## src/rtl/i2c_target.sv

```systemverilog
// 7-bit-address I2C target: oversamples SCL/SDA, detects START/STOP, ACKs its
// address and every written byte, and streams read bytes from a user port.
module i2c_target #(
    parameter logic [6:0] ADDR        = 7'h50,
    parameter int         SYNC_STAGES = 2
) (
    input  logic       system_clock,
    input  logic       reset_n,
    input  logic       scl_in,
    input  logic       sda_in,
    output logic       sda_oe,
    input  logic [7:0] tx_data,
    output logic       tx_load,
    output logic [7:0] rx_data,
    output logic       rx_valid,
    output logic       rw,
    output logic       addr_match,
    output logic       start_det,
    output logic       stop_det,
    output logic       busy
);

    typedef enum logic [2:0] {
        S_IDLE,
        S_ADDR,
        S_ADDR_ACK,
        S_RX,
        S_RX_ACK,
        S_TX,
        S_TX_ACK,
        S_WAIT
    } state_t;

    logic [SYNC_STAGES-1:0] scl_sync_reg;
    logic [SYNC_STAGES-1:0] sda_sync_reg;
    logic                   scl_prev_reg;
    logic                   sda_prev_reg;

    state_t     state_reg;
    logic [2:0] bit_cnt_reg;
    logic [7:0] shift_reg;
    logic       ack_flag_reg;

    logic scl_s;
    logic sda_s;
    logic scl_rise;
    logic scl_fall;
    logic start_cond;
    logic stop_cond;

    // Sync flops reset high so a released bus never looks like an edge.
    always_ff @(posedge system_clock or negedge reset_n) begin
        if (!reset_n) begin
            scl_sync_reg <= '1;
            sda_sync_reg <= '1;
            scl_prev_reg <= 1'b1;
            sda_prev_reg <= 1'b1;
        end else begin
            scl_sync_reg <= {scl_sync_reg[SYNC_STAGES-2:0], scl_in};
            sda_sync_reg <= {sda_sync_reg[SYNC_STAGES-2:0], sda_in};
            scl_prev_reg <= scl_s;
            sda_prev_reg <= sda_s;
        end
    end

    assign scl_s      = scl_sync_reg[SYNC_STAGES-1];
    assign sda_s      = sda_sync_reg[SYNC_STAGES-1];
    assign scl_rise   = scl_s & ~scl_prev_reg;
    assign scl_fall   = ~scl_s & scl_prev_reg;
    assign start_cond = scl_s & scl_prev_reg & sda_prev_reg & ~sda_s;
    assign stop_cond  = scl_s & scl_prev_reg & ~sda_prev_reg & sda_s;

    always_ff @(posedge system_clock or negedge reset_n) begin
        if (!reset_n) begin
            state_reg    <= S_IDLE;
            bit_cnt_reg  <= 3'd0;
            shift_reg    <= 8'h00;
            ack_flag_reg <= 1'b0;
            sda_oe       <= 1'b0;
            tx_load      <= 1'b0;
            rx_data      <= 8'h00;
            rx_valid     <= 1'b0;
            rw           <= 1'b0;
            addr_match   <= 1'b0;
            start_det    <= 1'b0;
            stop_det     <= 1'b0;
            busy         <= 1'b0;
        end else begin
            tx_load    <= 1'b0;
            rx_valid   <= 1'b0;
            addr_match <= 1'b0;
            start_det  <= 1'b0;
            stop_det   <= 1'b0;
            if (start_cond) begin
                start_det    <= 1'b1;
                busy         <= 1'b1;
                bit_cnt_reg  <= 3'd0;
                ack_flag_reg <= 1'b0;
                sda_oe       <= 1'b0;
                state_reg    <= S_ADDR;
            end else if (stop_cond) begin
                stop_det  <= 1'b1;
                busy      <= 1'b0;
                sda_oe    <= 1'b0;
                state_reg <= S_IDLE;
            end else begin
                case (state_reg)
                    S_IDLE: sda_oe <= 1'b0;
                    S_ADDR: begin
                        if (scl_rise) begin
                            shift_reg   <= {shift_reg[6:0], sda_s};
                            bit_cnt_reg <= bit_cnt_reg + 3'd1;
                            if (bit_cnt_reg == 3'd7) begin
                                if (shift_reg[6:0] == ADDR) begin
                                    rw           <= sda_s;
                                    addr_match   <= 1'b1;
                                    ack_flag_reg <= 1'b0;
                                    state_reg    <= S_ADDR_ACK;
                                end else begin
                                    state_reg <= S_WAIT;
                                end
                            end
                        end
                    end
                    // First falling edge starts the ACK, second one ends it.
                    S_ADDR_ACK, S_RX_ACK: begin
                        if (scl_fall) begin
                            if (!ack_flag_reg) begin
                                sda_oe       <= 1'b1;
                                ack_flag_reg <= 1'b1;
                            end else begin
                                ack_flag_reg <= 1'b0;
                                bit_cnt_reg  <= 3'd0;
                                if (state_reg == S_ADDR_ACK && rw) begin
                                    tx_load   <= 1'b1;
                                    sda_oe    <= ~tx_data[7];
                                    shift_reg <= {tx_data[6:0], 1'b0};
                                    state_reg <= S_TX;
                                end else begin
                                    sda_oe    <= 1'b0;
                                    state_reg <= S_RX;
                                end
                            end
                        end
                    end
                    S_RX: begin
                        if (scl_rise) begin
                            shift_reg   <= {shift_reg[6:0], sda_s};
                            bit_cnt_reg <= bit_cnt_reg + 3'd1;
                            if (bit_cnt_reg == 3'd7) begin
                                rx_data      <= {shift_reg[6:0], sda_s};
                                rx_valid     <= 1'b1;
                                ack_flag_reg <= 1'b0;
                                state_reg    <= S_RX_ACK;
                            end
                        end
                    end
                    // MSB is already on the bus; each fall presents the next bit.
                    S_TX: begin
                        if (scl_fall) begin
                            if (bit_cnt_reg == 3'd7) begin
                                sda_oe       <= 1'b0;
                                ack_flag_reg <= 1'b0;
                                state_reg    <= S_TX_ACK;
                            end else begin
                                sda_oe      <= ~shift_reg[7];
                                shift_reg   <= {shift_reg[6:0], 1'b0};
                                bit_cnt_reg <= bit_cnt_reg + 3'd1;
                            end
                        end
                    end
                    S_TX_ACK: begin
                        if (scl_rise) begin
                            if (!sda_s) begin
                                ack_flag_reg <= 1'b1;
                            end else begin
                                state_reg <= S_WAIT;
                            end
                        end else if (scl_fall && ack_flag_reg) begin
                            ack_flag_reg <= 1'b0;
                            tx_load      <= 1'b1;
                            sda_oe       <= ~tx_data[7];
                            shift_reg    <= {tx_data[6:0], 1'b0};
                            bit_cnt_reg  <= 3'd0;
                            state_reg    <= S_TX;
                        end
                    end
                    S_WAIT:  sda_oe <= 1'b0;
                    default: state_reg <= S_IDLE;
                endcase
            end
        end
    end

endmodule

```

## config.mk

```make
export PLATFORM = sky130hd
export DESIGN_NAME = i2c_target
export DESIGN_NICKNAME = d
export VERILOG_FILES = /design/src/rtl/i2c_target.sv
export SDC_FILE = /design/constraint.sdc
export NUM_CORES = 1
export LEC_CHECK = 0
export CAP_MARGIN = 0
export CORE_ASPECT_RATIO = 0.7
export CORE_MARGIN = 2
export CORE_UTILIZATION = 45
export DETAILED_ROUTE_END_ITERATION = 10
export MAX_ROUTING_LAYER = met4
export PLACE_DENSITY = 0.67
export SLEW_MARGIN = 10
export SYNTH_ARGS = -nofsm -noshare
export SYNTH_HDL_FRONTEND = slang
export SYNTH_SLANG_ARGS = --single-unit
```

## constraint.sdc

```tcl
create_clock -name system_clock -period 2.3 [get_ports system_clock]
set_input_delay 0.69 -clock system_clock [delete_from_list [all_inputs] [get_ports system_clock]]
set_output_delay 0.69 -clock system_clock [all_outputs]
set_load 0.03 [all_outputs]
```

==> metrics.md <==
| Metric | Value |
|---|---|
| Outcome | complete, no violations |
| Die W | 83.22 um |
| CP max stage cell | dfstp_2 |
| Seq/Total Area, Yosys | 47.22% |
| Antenna cells | 0 |
| Ys Warns | 0 |
| Register-to-register setup slack | around 0.17 ns |
| Tmin final | 2.125 ns |
| Multiplexer area fraction after synthesis | 11.46% |
| Total length of routed wires | 4756 um |
| Xor and xnor area share after synthesis | 0.4430% |
| Clock Sinks | 37 |
| Crit path cell chain | nor2b_1, buf_4, a22o_1, a211o_1, a31o_2, mux2_4 |
| Adder-cell share of the synthesized area | roughly 1.3% |
| Min-delay worst type | reg2reg |
| I/O Buffers | 27 |
| Min-delay src | scl_sync_reg[0]$_DFF_PN1_ |
| H-tree levels | 2 |
| Switching share of power | 40.74% |
| Internal power | between 1.5 and 2 mW |
| Hold_buf cts | 0 |
| Fill cell count | 370 |
| Setup-failing EPs final | 0 |
| CTS root buf | clkbuf_8 |
| Drt initial violations | 94 |
| Final Hold Vio Count | 0 |
| Yosys reg bits | 37 |
| Util after Layout | between 50% and 60% |
| Pleak | ~1.0 nW |
| Clock Skew | roughly 0.0073 ns |
| CP max stage delay | 0.59 ns |
| Largest family of logic cells by synthesized area | compound AO/OA/AOI/OAI gates |
| Max cap viols | 0 |
| Postcts setup bufs | 0 |
| Required @ worst endpoint | 2.47 ns |
| Synthesized netlist cell count | between 150 and 200 |
| Hpwl dp | 3486 um |
| Crit path max-delay family | compound AO/OA/AOI/OAI gates |
| Syn_area_per_cell | 10.09 sq um |
| Syn Nets | 210 |
| Drc violations | 0 |
| Worst-Skew Late Latency | 0.28 ns |
| DR WL/cell | 16.40 um |
| Distinct cells, synth | 50 |
| Post-synth top area share | 39.24% |
| Top_reg_cell synth | dfrtp_1 |
| Combinational fraction of design power | 47.0% |
| Synth Area in Simple Gates | 16.52% |
| Vias in the first global route | between 1,500 and 2,000 |
| Period Utilization, post-route | 92.40% |
| Slew @ Worst Pin | 0.7076 ns |
| Register share of total power | 36.8% |
| CP arrival | 2.30 ns |
| Synth Area in Compound Gates | 18.80% |
| Gr ovfl total | 0 |
| Pwr Density | 1086 nW/um^2 |
| Synth area leader | dfrtp_1 |
| Initial core utilization | 46.20% |
| Worst R2R Start | scl_prev_reg$_DFF_PN1_ |
| Num rows | 20 |
| DRT Pass-1 Iters | 4 |
| Core Area | roughly 4300 sq um |
| Top post-synthesis cells by area | dfrtp_1, dfstp_2, mux2i_1, mux2_2, a21oi_1 |
| Clock power frac | 16.3% |
| IO Pins | 28 |
| Crit start category | flip-flop |
| Initial antenna violation count | 0 |
| Crit-path max FO | 7 |
| Die Y | 59.46 um |
| Gp weighted congestion | 0.8775 |
| Die ar. | 4948 sq um |
| First-pass GRT wire length | 7879 um |
| Area Growth Syn to Fin | 23.54% |
| P_sw | 1.080 mW |
| Clock buffer count from CTS | 5 |
| EDFF count, synth | 0 |
| Total power | 2.651 mW |
| Setup repair after global routing missed its margin | no |
| CTS tree | built |
| Mapped Area | 1977 sq um |
| Asr flop ratio synth | 100.0% |
| Count of pins over their slew limit | 0 |
| Buffers & Inverters on Critical Path | 1 |
| Via count | 1,602 |
| Worst Setup End Kind | flip-flop |
| Vias per cell | 5.524 |
| Fin nets | 248 |
| Maximum vdd drop | approximately 420 uV |
| Slew margin rel. | approximately 53% |
| Clock Path Buffers | 2 |
| Pin count of the biggest net entering global routing | 38 |
| Post-route ant nets | 0 |
| Worst Setup SP | scl_prev_reg$_DFF_PN1_ |
| Reg clk slew, reported paths | 0.07 ns |
| Setup TNS | 0 ns |
| Resized cells post-CTS | 0 |
| Share of cells above drive strength 1 | 20.00% |
| Gr usage total | 21.16% |
| FMAX | 0.4705 GHz |
| Critical path type | reg2reg |
## layout by cell type (no fill, tap or decap), types with 4 or more instances in the layout
| master | Yosys | final |
|---|---|---|
| dfrtp_1 | 31 | 31 |
| mux2_2 | 9 | 9 |
| clkdlybuf4s50_1 | 0 | 26 |
| clkbuf_8 | 0 | 5 |
| nor2_1 | 18 | 18 |
| nor3_1 | 5 | 5 |
| a21oi_1 | 15 | 15 |
| nor2b_1 | 4 | 4 |
| dfstp_2 | 6 | 6 |
| buf_4 | 0 | 15 |
| nand2b_1 | 5 | 5 |
| o21ai_0 | 13 | 13 |
| nand3_1 | 4 | 4 |
| inv_1 | 6 | 6 |
| mux2i_1 | 11 | 11 |
| nand2_1 | 12 | 12 |
## final timing paths
kind / end / cells after the start
setup / recovery: state_reg[1]$_DFFE_PN0P_ / 6
hold / removal: scl_sync_reg[1]$_DFF_PN1_ / 0
setup reg to reg: state_reg[1]$_DFFE_PN0P_ / 6
hold reg to reg: scl_sync_reg[1]$_DFF_PN1_ / 0
max in group asynchronous: scl_sync_reg[1]$_DFF_PN1_ / 2
min in group asynchronous: tx_load$_DFF_PN0_ / 2
## power groups by stage
stage | sequential, mW | combinational, mW | clock, mW
3_5_place_dp | 0.985 | 1.19 | 0
4_1_cts | 0.975 | 1.20 | 0.440
6_report | 0.975 | 1.25 | 0.431
3_3_place_gp | 0.985 | 1.17 | 0
5_1_grt | 1.00 | 1.38 | 0.473
2_1_floorplan | 0.896 | 0.982 | 0
## stage by stage
stage	setup slack [ns]	cell area (sq um)	cells	hold WS (ns)
2_1_floorplan	0.3528	1977	196	0.3452
3_3_place_gp	0.09585	2346	280	0.3478
3_5_place_dp	0.1039	2346	280	0.3472
4_1_cts	0.03578	2427	288	0.3570
5_1_grt	0.1078	2442	290	0.3631
6_report	0.1747	2442	290	0.3578
## kinds of logic after synthesis
logic type | count (synthesis)
xor+xnor | 1
mux | 21
flops | 37
simple gates | 62
fa+ha+maj | 2
buf+inv | 17
compound gates | 56
## cell type report
type                            count  area [sq um]  share of cell area [%]
Tap cell                           55         68.82                   2.818
Timing Repair Buffer               42         377.9                   15.47
Inverter                            6         22.52                  0.9221
Sequential cell                    37         933.4                   38.22
Multi-Input combinational cell    142         958.4                   39.24
Clock buffer                        7         76.32                   3.125
Clock inverter                      1         5.005                  0.2049
## worst register-to-register path, stage by stage, from the launching register on
cell and delay [ns]:
dfstp_2 0.59, nor2b_1 0.12, buf_4 0.18, a22o_1 0.23, a211o_1 0.31, a31o_2 0.28
mux2_4 0.30
## routing by layer
metal / track usage [%] / up-vias / part of all wire (%)
met1: 30.66 / 778 / 51
met2: 30.65 / 38 / 44
met5: - / - / 0
met4: 4.215 / 0 / 0.23
li1: - / 784 / -
met3: 4.735 / 2 / 4.9
## cell usage after synthesis, drive strengths merged, types with 5 or more instances
cell and count:
dfstp 6, inv 6, nor2 19, buf 7
o21ai 14, dfrtp 31, mux2 10, mux2i 11
nor3 5, a21oi 16, nand2b 5, nand2 13
No activity file was read; power rests on OpenSTA's default activity.
